--- src/rtl/keypad_bcd_encoder_pkg.sv ---
`default_nettype none
// ============================================================================
// Module   : keypad_pkg
// Purpose  : Shared types, widths and helper functions for the keypad BCD
//            encoder (debounce FSM state type, key/BCD widths, one-hot helpers).
// Ports    : none (package)
// Revision : 1.0 - initial release
// ============================================================================
package keypad_pkg;

  localparam int NUM_KEYS = 10;
  localparam int BCD_W    = 4;
  localparam logic [BCD_W-1:0] MAX_SEC_TENS = 4'd5;

  typedef enum logic [1:0] {
    IDLE    = 2'd0,
    PRESS   = 2'd1,
    HELD    = 2'd2,
    RELEASE = 2'd3
  } state_t;

  // Exactly one key down; zero keys and chords are both rejected.
  function automatic logic is_onehot(input logic [NUM_KEYS-1:0] k);
    return ($countones(k) == 1);
  endfunction

  // Index of the set bit. Only meaningful when is_onehot() holds.
  function automatic logic [BCD_W-1:0] onehot_to_bcd(input logic [NUM_KEYS-1:0] k);
    logic [BCD_W-1:0] bcd;
    bcd = '0;
    for (int i = 0; i < NUM_KEYS; i++) begin
      if (k[i]) bcd = BCD_W'(i);
    end
    return bcd;
  endfunction

endpackage
`default_nettype wire

--- src/rtl/keypad_bcd_encoder_if.sv ---
`default_nettype none
// ============================================================================
// Module   : keypad_if
// Purpose  : Bundles the keypad inputs and BCD time outputs of the encoder.
// Ports    : key[9:0], clear, lock          (master -> slave)
//            min, sec_tens, sec_ones [3:0],
//            digit_strobe, time_valid       (slave -> master)
// Revision : 1.0 - initial release
// ============================================================================
interface keypad_if;
  import keypad_pkg::*;

  logic [NUM_KEYS-1:0] key;
  logic                clear;
  logic                lock;
  logic [BCD_W-1:0]    min;
  logic [BCD_W-1:0]    sec_tens;
  logic [BCD_W-1:0]    sec_ones;
  logic                digit_strobe;
  logic                time_valid;

  modport master (
    output key, clear, lock,
    input  min, sec_tens, sec_ones, digit_strobe, time_valid
  );

  modport slave (
    input  key, clear, lock,
    output min, sec_tens, sec_ones, digit_strobe, time_valid
  );

endinterface
`default_nettype wire

--- src/rtl/keypad_bcd_encoder_debounce.sv ---
`default_nettype none
// ============================================================================
// Module   : keypad_debounce
// Purpose  : Press/release debounce FSM. Emits a single combinational
//            press_pulse on the edge a stable press is accepted, so the
//            caller's registers update on that same edge.
// Ports    : clk, rst_n (sync, active-low), key[9:0], lock,
//            press_pulse, press_code[3:0]
// Revision : 1.0 - initial release
// ============================================================================
module keypad_debounce
  import keypad_pkg::*;
#(
  parameter int DEBOUNCE_CYCLES = 4
) (
  input  logic                clk,
  input  logic                rst_n,
  input  logic [NUM_KEYS-1:0] key,
  input  logic                lock,
  output logic                press_pulse,
  output logic [BCD_W-1:0]    press_code
);

  localparam int CNT_W = $clog2(DEBOUNCE_CYCLES + 1);
  localparam logic [CNT_W-1:0] CNT_ONE  = CNT_W'(1);
  localparam logic [CNT_W-1:0] CNT_DONE = CNT_W'(DEBOUNCE_CYCLES);

  state_t           state, state_nxt;
  logic [CNT_W-1:0] cnt, cnt_nxt;
  logic [BCD_W-1:0] code, code_nxt;
  logic             valid_key;
  logic [BCD_W-1:0] key_code;

  assign valid_key = is_onehot(key);
  assign key_code  = onehot_to_bcd(key);

  always_ff @(posedge clk) begin
    if (!rst_n) begin
      state <= IDLE;
      cnt   <= '0;
      code  <= '0;
    end else begin
      state <= state_nxt;
      cnt   <= cnt_nxt;
      code  <= code_nxt;
    end
  end

  always_comb begin
    state_nxt   = state;
    cnt_nxt     = cnt;
    code_nxt    = code;
    press_pulse = 1'b0;
    case (state)
      IDLE: begin
        if (valid_key && !lock) begin
          code_nxt = key_code;
          cnt_nxt  = CNT_ONE;
          if (DEBOUNCE_CYCLES == 1) begin
            press_pulse = 1'b1;
            state_nxt   = HELD;
          end else begin
            state_nxt = PRESS;
          end
        end
      end
      PRESS: begin
        // lock on the final sample still aborts the press.
        if (!valid_key || lock) begin
          state_nxt = IDLE;
          cnt_nxt   = '0;
        end else if (key_code == code) begin
          cnt_nxt = cnt + CNT_ONE;
          if (cnt_nxt == CNT_DONE) begin
            press_pulse = 1'b1;
            state_nxt   = HELD;
          end
        end else begin
          code_nxt = key_code;
          cnt_nxt  = CNT_ONE;
        end
      end
      HELD: begin
        // No auto-repeat: only a stable release re-arms the FSM.
        if (key == '0) begin
          if (DEBOUNCE_CYCLES == 1) begin
            state_nxt = IDLE;
            cnt_nxt   = '0;
          end else begin
            state_nxt = RELEASE;
            cnt_nxt   = CNT_ONE;
          end
        end
      end
      RELEASE: begin
        if (key == '0) begin
          cnt_nxt = cnt + CNT_ONE;
          if (cnt_nxt == CNT_DONE) begin
            state_nxt = IDLE;
            cnt_nxt   = '0;
          end
        end else begin
          state_nxt = HELD;
        end
      end
      default: begin
        state_nxt = IDLE;
        cnt_nxt   = '0;
      end
    endcase
  end

  assign press_code = code_nxt;

endmodule
`default_nettype wire

--- src/rtl/keypad_bcd_encoder.sv ---
`default_nettype none
// ============================================================================
// Module   : keypad_bcd_encoder
// Purpose  : Debounced 10-key keypad to three-digit BCD time entry.
//            Accepted digits enter at seconds-ones and shift left.
// Ports    : clk, rst_n (sync, active-low),
//            kp (keypad_if.slave): key, clear, lock in;
//            min, sec_tens, sec_ones, digit_strobe, time_valid out
// Revision : 1.0 - initial release
// ============================================================================
module keypad_bcd_encoder
  import keypad_pkg::*;
#(
  parameter int DEBOUNCE_CYCLES = 4
) (
  input logic     clk,
  input logic     rst_n,
  keypad_if.slave kp
);

  logic             press_pulse;
  logic [BCD_W-1:0] press_code;
  logic [BCD_W-1:0] min_q, tens_q, ones_q;
  logic             strobe_q;

  keypad_debounce #(
    .DEBOUNCE_CYCLES (DEBOUNCE_CYCLES)
  ) u_debounce (
    .clk         (clk),
    .rst_n       (rst_n),
    .key         (kp.key),
    .lock        (kp.lock),
    .press_pulse (press_pulse),
    .press_code  (press_code)
  );

  // clear wins over a same-edge commit; the FSM is untouched by clear.
  always_ff @(posedge clk) begin
    if (!rst_n) begin
      min_q    <= '0;
      tens_q   <= '0;
      ones_q   <= '0;
      strobe_q <= 1'b0;
    end else begin
      strobe_q <= 1'b0;
      if (kp.clear) begin
        min_q  <= '0;
        tens_q <= '0;
        ones_q <= '0;
      end else if (press_pulse) begin
        min_q    <= tens_q;
        tens_q   <= ones_q;
        ones_q   <= press_code;
        strobe_q <= 1'b1;
      end
    end
  end

  assign kp.min          = min_q;
  assign kp.sec_tens     = tens_q;
  assign kp.sec_ones     = ones_q;
  assign kp.digit_strobe = strobe_q;
  assign kp.time_valid   = ({min_q, tens_q, ones_q} != '0) && (tens_q <= MAX_SEC_TENS);

endmodule
`default_nettype wire

--- src/flat_wrapper.sv ---
// flat-port wrapper written by rule: the top's interface ports become plain ports
module keypad_bcd_encoder_flat import keypad_pkg::*;
#(
  parameter int DEBOUNCE_CYCLES = 4
)
  (clk, rst_n, kp_key, kp_clear, kp_lock, kp_min, kp_sec_tens, kp_sec_ones, kp_digit_strobe, kp_time_valid);
  keypad_if kp_i ();
  input logic clk;
  input logic rst_n;
  input wire logic [$bits(kp_i.key)-1:0] kp_key;
  input wire logic [$bits(kp_i.clear)-1:0] kp_clear;
  input wire logic [$bits(kp_i.lock)-1:0] kp_lock;
  output wire logic [$bits(kp_i.min)-1:0] kp_min;
  output wire logic [$bits(kp_i.sec_tens)-1:0] kp_sec_tens;
  output wire logic [$bits(kp_i.sec_ones)-1:0] kp_sec_ones;
  output wire logic [$bits(kp_i.digit_strobe)-1:0] kp_digit_strobe;
  output wire logic [$bits(kp_i.time_valid)-1:0] kp_time_valid;
  assign kp_i.key = kp_key;
  assign kp_i.clear = kp_clear;
  assign kp_i.lock = kp_lock;
  assign kp_min = kp_i.min;
  assign kp_sec_tens = kp_i.sec_tens;
  assign kp_sec_ones = kp_i.sec_ones;
  assign kp_digit_strobe = kp_i.digit_strobe;
  assign kp_time_valid = kp_i.time_valid;
  keypad_bcd_encoder #(.DEBOUNCE_CYCLES(DEBOUNCE_CYCLES)) u_core (.clk(clk), .rst_n(rst_n), .kp(kp_i));
endmodule
--- config.mk ---
export PLATFORM = sky130hd
export DESIGN_NAME = keypad_bcd_encoder_flat
export DESIGN_NICKNAME = d
export VERILOG_FILES = /design/src/rtl/keypad_bcd_encoder_pkg.sv /design/src/rtl/keypad_bcd_encoder_if.sv /design/src/rtl/keypad_bcd_encoder_debounce.sv /design/src/rtl/keypad_bcd_encoder.sv /design/src/flat_wrapper.sv
export SDC_FILE = /design/constraint.sdc
export NUM_CORES = 1
export LEC_CHECK = 0
export CORE_ASPECT_RATIO = 1.25
export CORE_UTILIZATION = 55
export CTS_BUF_LIST = sky130_fd_sc_hd__clkbuf_16
export DETAILED_ROUTE_END_ITERATION = 8
export GPL_ROUTABILITY_DRIVEN = 0
export PLACE_DENSITY_LB_ADDON = 0.12
export SLEW_MARGIN = 15
export SYNTH_ARGS = -nofsm -noshare
export SYNTH_HDL_FRONTEND = slang
export SYNTH_HIERARCHICAL = 1
export SYNTH_SLANG_ARGS = --single-unit
export TNS_END_PERCENT = 50
--- constraint.sdc ---
create_clock -name clk -period 9.04 [get_ports clk]
set_input_delay 1.808 -clock clk [delete_from_list [all_inputs] [get_ports clk]]
set_output_delay 1.808 -clock clk [all_outputs]
set_load 0.01 [all_outputs]
-- Word-level counts from Yosys, hierarchy flattened
Cells that the tools add are included.
- multiply operators: 0
- equality and inequality tests: 12
- add/sub/neg operators: 10
- reductions and logical operators: 11
- muxes and demuxes: 33
- div/mod/pow operators: 0
- bitwise logic cells: 1
- $lt $le $gt $ge: 1
- shifts and indexed selects: 0
- operator list (cell ; number):
    adder 32 x 2 -> 32 bit ; 2
    two-way mux 4 bit ; 11
    adder 32 x 3 -> 32 bit ; 1
    equality test 32 x 2 -> 1 bit (second input constant) ; 1
    two-way mux 3 bit ; 6
    two-way mux 2 bit ; 7
    one-hot mux 3 bit (4 select lines) ; 1
    nonzero test 12 bit ; 1
    adder 1 x 1 -> 2 bit ; 5
    zero test 10 bit ; 1
    != test 3 bit (second input constant) ; 3
    one-hot mux 2 bit (4 select lines) ; 1
    one-hot mux 4 bit (2 select lines) ; 1
    two-way mux 1 bit ; 6
    != test 2 bit (second input constant) ; 3
    AND reduction 5 bit ; 1
    equality test 2 bit (second input constant) ; 2
    equality test 4 bit ; 1
    <= comparator 4 x 3 -> 1 bit (second input constant) ; 1
    adder 2 x 2 -> 3 bit ; 1
    adder 3 x 1 -> 3 bit (second input constant) ; 1
    equality test 3 bit (second input constant) ; 1
    AND reduction 3 bit ; 1
    equality test 2 x 1 -> 1 bit (second input constant) ; 1
    other kinds (6) ; 8
- memories kept: 0
- bits in writable memories: 0
- bits in registers: 22
- bits of input ports: 14
- bits in latches: 0
- memory bits (read-only): 0
- logic and storage cells: 75
- output and inout port bits: 14

-- Longest topological paths before layout
- word-level depth: 14
- depth in mapped cells: 16

-- Modules after synthesis
Netlist, hierarchy kept.
- by module, submodules not included (module ; times used ; cells each ; area an instance (um^2)):
    keypad_debounce ; 1 ; 122 ; 965.9
    keypad_bcd_encoder ; 1 ; 48 ; 509.2

-- Least setup slack after synthesis
No wires, ideal clock.
- path type: input -> register
- from: input port kp_key[0]
- to: register u_core.min_q[0] (netlist: u_core/kp.min[0])
- cell stages on the path: 16
- setup time: 114 ps
- required time: 8926 ps
- setup slack: 3456 ps
- data arrival time: 5469 ps
- path buffers: 3
- path through: fa_1 > fa_1 > inv_1 > fa_1 > inv_1 > ha_1 > inv_1 > fa_1 > a2111o_1 > a211o_1 > clkbuf_1 > nor3_1 > buf_6 > buf_12 > mux2i_1 > nor2_1
- cells in the longest elaborated chain, start to end: 9
- RTL lines (what ; RTL line ; RTL):
    start, declared ; flat_wrapper.sv:10 ; input wire logic [$bits(kp_i.key)-1:0] kp_key;
    adder 1 x 1 -> 2 bit (not written as such) ; keypad_bcd_encoder_pkg.sv:24 ; return ($countones(k) == 1);
    adder 32 x 2 -> 32 bit (not written as such) ; keypad_bcd_encoder_pkg.sv:24 ;
    adder 32 x 3 -> 32 bit (not written as such) ; keypad_bcd_encoder_pkg.sv:24 ;
    adder 32 x 2 -> 32 bit (not written as such) ; keypad_bcd_encoder_pkg.sv:24 ;
    equality test 32 x 2 -> 1 bit ; keypad_bcd_encoder_pkg.sv:24 ;
    zero test 1 bit ; keypad_bcd_encoder_debounce.sv:69 ; if (!valid_key || lock) begin
    logical OR 1 bit ; keypad_bcd_encoder_debounce.sv:69 ;
    two-way mux 1 bit ; keypad_bcd_encoder_debounce.sv:69 ;
    two-way mux 1 bit ; keypad_bcd_encoder_debounce.sv:54 ; case (state)
    via u_core.press_pulse ; keypad_bcd_encoder.sv:21 ; logic press_pulse;
    end signal, assigned ; keypad_bcd_encoder.sv:51 ; min_q <= tens_q;
    end, declared ; keypad_bcd_encoder.sv:23 ; logic [BCD_W-1:0] min_q, tens_q, ones_q;
The timed path passes the listed nets, and every way through them passes these cells.
A chain may end at the register's enable or synchronous reset.

-- Worst setup path in the final report
- from: input port kp_key[9]
- to: register u_core.min_q[0] (netlist: u_core/kp.min[0])
- cells in the longest elaborated chain, start to end: 7
- RTL lines (what ; RTL line):
    adder 1 x 1 -> 2 bit (not written as such) ; keypad_bcd_encoder_pkg.sv:24
    adder 32 x 2 -> 32 bit (not written as such) ; keypad_bcd_encoder_pkg.sv:24
    equality test 32 x 2 -> 1 bit ; keypad_bcd_encoder_pkg.sv:24
    zero test 1 bit ; keypad_bcd_encoder_debounce.sv:69
    logical OR 1 bit ; keypad_bcd_encoder_debounce.sv:69
    two-way mux 1 bit (*) ; keypad_bcd_encoder_debounce.sv:69
    two-way mux 1 bit (*) ; keypad_bcd_encoder_debounce.sv:54
    via u_core.press_pulse ; keypad_bcd_encoder.sv:21
The timed path passes the listed nets; every way through them passes the cells marked *.

==> metrics.md <==
| Metric | Value |
|---|---|
| First-pass GRT wire length | around 5600 um |
| Netlist cell types | 43 |
| Post-Route Setup TNS | 0 ns |
| Worst Hold Path EP | u_core/u_debounce/cnt[1] |
| GRT overflow | 0 |
| PD cells | roughly 150 nW/um^2 |
| Crit path time final | 6.34 ns |
| Avg WL per Cell | between 15 and 20 um |
| Synth Flop Type | dfxtp_1 |
| Leak | around 0.7 nW |
| Synth-to-layout area growth | 23.6% |
| Most common cell in the netlist | dfxtp_1 |
| WP buf/inv | 4 |
| Hold-critical path depth | 2 |
| Crit-path slowest cell | nor3_4 |
| Max Transition Viols Final | 0 |
| Worst slew margin | a little under half |
| Final hold slack | between 0.5 and 0.6 ns |
| Syn_area_per_cell | 8.68 um^2 |
| Initial antenna violation count | 0 |
| TritonCTS clock tree | done |
| Worst-Skew Late Latency | 0.25 ns |
| First drt pass iteration count | 4 |
| Total setup buffers inserted after CTS | 0 |
| Worst VDD drop | 0.000130 V |
| Final period utilization | approximately 70% |
| H-tree depth | 1 |
| Die W | between 40 and 50 um |
| Drt total wl | 3440 um |
| Vias in the first global route | ~1.3k |
| Synth Instances | 170 |
| CTS resizes | 0 |
| RR Endpoint | u_core/kp.min[0] |
| Seq/Total Area, Yosys | 29.9% |
| # nets final | 220 |
| Worst Reg2Reg Path Length in Cells | 7 |
| Req. time, crit path | a little over 9 ns |
| CP startpoint kind | input pin |
| Yosys reg bits | 22 |
| DIE AREA | a little under 3000 um^2 |
| I/O pin count | 28 |
| Max Cap Violations | 0 |
| Vias per cell | slightly below 6 |
| Post-synthesis cell area | ~1500 um^2 |
| Root Driver | clkbuf_16 |
| N_diodes | 0 |
| Top-area cell type share of the netlist area | 29.9% |
| Share of flip-flops with an asynchronous set or reset | 0% |
| Final Hold Fails | 0 |
| CTS clock-pin slew for the worst setup and hold paths | about 0.06 ns |
| Initial DRC count | 50 |
| Antenna viol nets, final | 0 |
| HP Start | u_core/u_debounce/cnt[1] |
| Worst Skew | approximately 0.002 ns |
| Fill count | 201 |
| Setup CP Type | in2reg |
| Final setup violating endpoints | 0 |
| Worst path cell trace | clkdlybuf4s50_1 > fa_1 > fa_1 > inv_1 > fa_1 > inv_1 > ha_1 > inv_1 > fa_1 > a2111o_1 > a211o_1 > nor3_4 > mux2i_1 > nor2_1 |
| Drt drc | 0 |
| Hold-fix buffers, CTS | 0 |
| Total GRT Usage | 24.8% |
| Core region area | roughly 2500 um^2 |
| Unrepaired setup endpoints after global routing | false |
| Largest delay share family, worst path | adder cells |
| Crit path DAT | roughly 6.5 ns |
| Top post-synthesis cells by area | dfxtp_1 (30%), mux2i_1 (8.8%), fa_1 (8.1%), inv_1 (4.8%), nor2_1 (4.8%) |
| Fraction of layout cells with a size suffix above 1 | around 5.7% |
| Die H | around 60 um |
| Status | finished clean |
| Dpl hpwl | between 2000 and 3000 um |
| Cell repeated most along the worst path | fa_1 |
| Worst hold path type | reg2reg |
| Synthesized net count | roughly 200 |
| TritonCTS buffer count | 3 |
| Flop2flop setup slack | about 6.3 ns |
| Crit end category | flip-flop |
| Initial Util | about three fifths |
| Port Buf Inserts | 27 |
| Commonest cells post-synth | dfxtp_1 (22), inv_1 (19), nor2_1 (19) |
| Post-synth top area cell | dfxtp_1 |
| Worst r2r src | u_core/u_debounce/code[0] |
| Slowest stage delay, CP | about 0.68 ns |
| Crit Path Max Fanout | 13 |
| Worst-Margin Slew | ~0.81 ns |
| Synth warnings | 6 |
| Fmax | between 0.15 and 0.2 GHz |
| Vias | between 1k and 1.5k |
| Clock buffer depth | 2 |
| Cell row count | 20 |
| Largest net degree at the start of global routing | 14 |
| TritonCTS sink count | 22 |
| Number of synthesized flops with an enable pin | 0 |
[worst reg2reg max path: cells and delay by family, from the launching register on]
| kind | cells | cell delay, ns |
|---|---|---|
| AO/OA/AOI/OAI | 2 | 0.72 |
| flip-flops | 1 | 0.35 |
| multiplexers | 1 | 0.33 |
| AND/OR/NAND/NOR | 4 | 1.18 |
[metal layers]
| metal | global-route usage, % | up-vias | part of all wire [%] |
|---|---|---|---|
| met4 | 7.98 | 0 | 0.81 |
| met3 | 3.82 | 4 | 5.8 |
| met1 | 26.9 | 626 | 41 |
| met5 | 0 | - | 0 |
| met2 | 49.3 | 47 | 52 |
| li1 | - | 649 | - |
[kinds of logic after synthesis]
family                   Yosys count  share of synthesized area [%]
AND/OR/NAND/NOR                   59                           21.0
AO/OA/AOI/OAI                     35                           17.0
buffers and inverters             26                           8.48
flip-flops                        22                           29.9
multiplexers                      14                           9.58
adder cells (fa/ha/maj)           11                           12.4
XOR/XNOR                           3                           1.78
[power by group]
part / switching, W / total (W) / internal, W
sequential: 0.00000565 / 0.000107 / 0.000101
combinational: 0.0000430 / 0.0000754 / 0.0000324
clock: 0.0000328 / 0.0000917 / 0.0000589
[cells in the final DEF (no fill, tap or decap), types with 3 or more instances in the layout]
cell	synthesis	final
clkdlybuf4s50_1	0	27
nand2b_1	3	3
inv_1	19	19
nor2_1	19	19
o21ai_0	5	5
o31ai_1	3	3
nand2_1	7	7
nor3_1	4	3
ha_1	5	5
nor4_1	4	4
nand3_1	9	9
clkbuf_16	0	3
fa_1	6	6
a211o_1	3	3
nand4_1	3	3
mux2i_1	13	13
a31oi_1	4	4
and2_1	4	4
dfxtp_1	22	22
a21oi_1	6	6
[how the worst max path moves through the flow]
| stage | startpoint | to | slack (ns) | depth (start not counted) |
|---|---|---|---|---|
| finish | kp_key[9] | u_core/kp.min[0] | 2.70 | 14 |
| global route | kp_key[9] | u_core/kp.min[0] | 2.47 | 14 |
| CTS | kp_key[9] | u_core/kp.min[0] | 2.40 | 14 |
| detailed placement | kp_key[9] | u_core/kp.min[0] | 2.15 | 14 |
| global placement | kp_key[9] | u_core/kp.sec_ones[3] | 2.27 | 14 |
| floorplan | kp_key[0] | u_core/kp.min[0] | 3.46 | 16 |
[state kept, by name (all words and copies together), names as in the netlist]
register,count
u_core/kp.sec_ones,4
u_core/u_debounce/code,4
u_core/kp.sec_tens,4
u_core/u_debounce/cnt,3
u_core/kp.digit_strobe,1
u_core/kp.min,4
u_core/u_debounce/state,2
[cell type report]
| class | instances | area (um^2) | share of cell area [%] |
|---|---|---|---|
| flip-flops and latches | 22 | 440 | 24.2 |
| clock buffers | 3 | 75.1 | 4.12 |
| well taps | 33 | 41.3 | 2.26 |
| repair buffers | 27 | 270 | 14.8 |
| multi-input cells | 122 | 921 | 50.5 |
| clock inverters | 1 | 3.75 | 0.206 |
| inverters | 19 | 71.3 | 3.91 |
[metrics by stage]
step	power [W]	setup slack, ns	area (um^2)	util [%]	instances
after floorplan	0.000161	3.46	1480	-	170
after CTS	0.000275	2.40	1820	73.3	227
after global routing	0.000289	2.47	1820	73.6	227
after global placement	0.000179	2.27	1740	70.2	223
final	0.000274	2.70	1820	73.6	227
after detailed placement	0.000182	2.15	1740	70.2	223
Note: power is estimated with default switching activity, not from simulation.
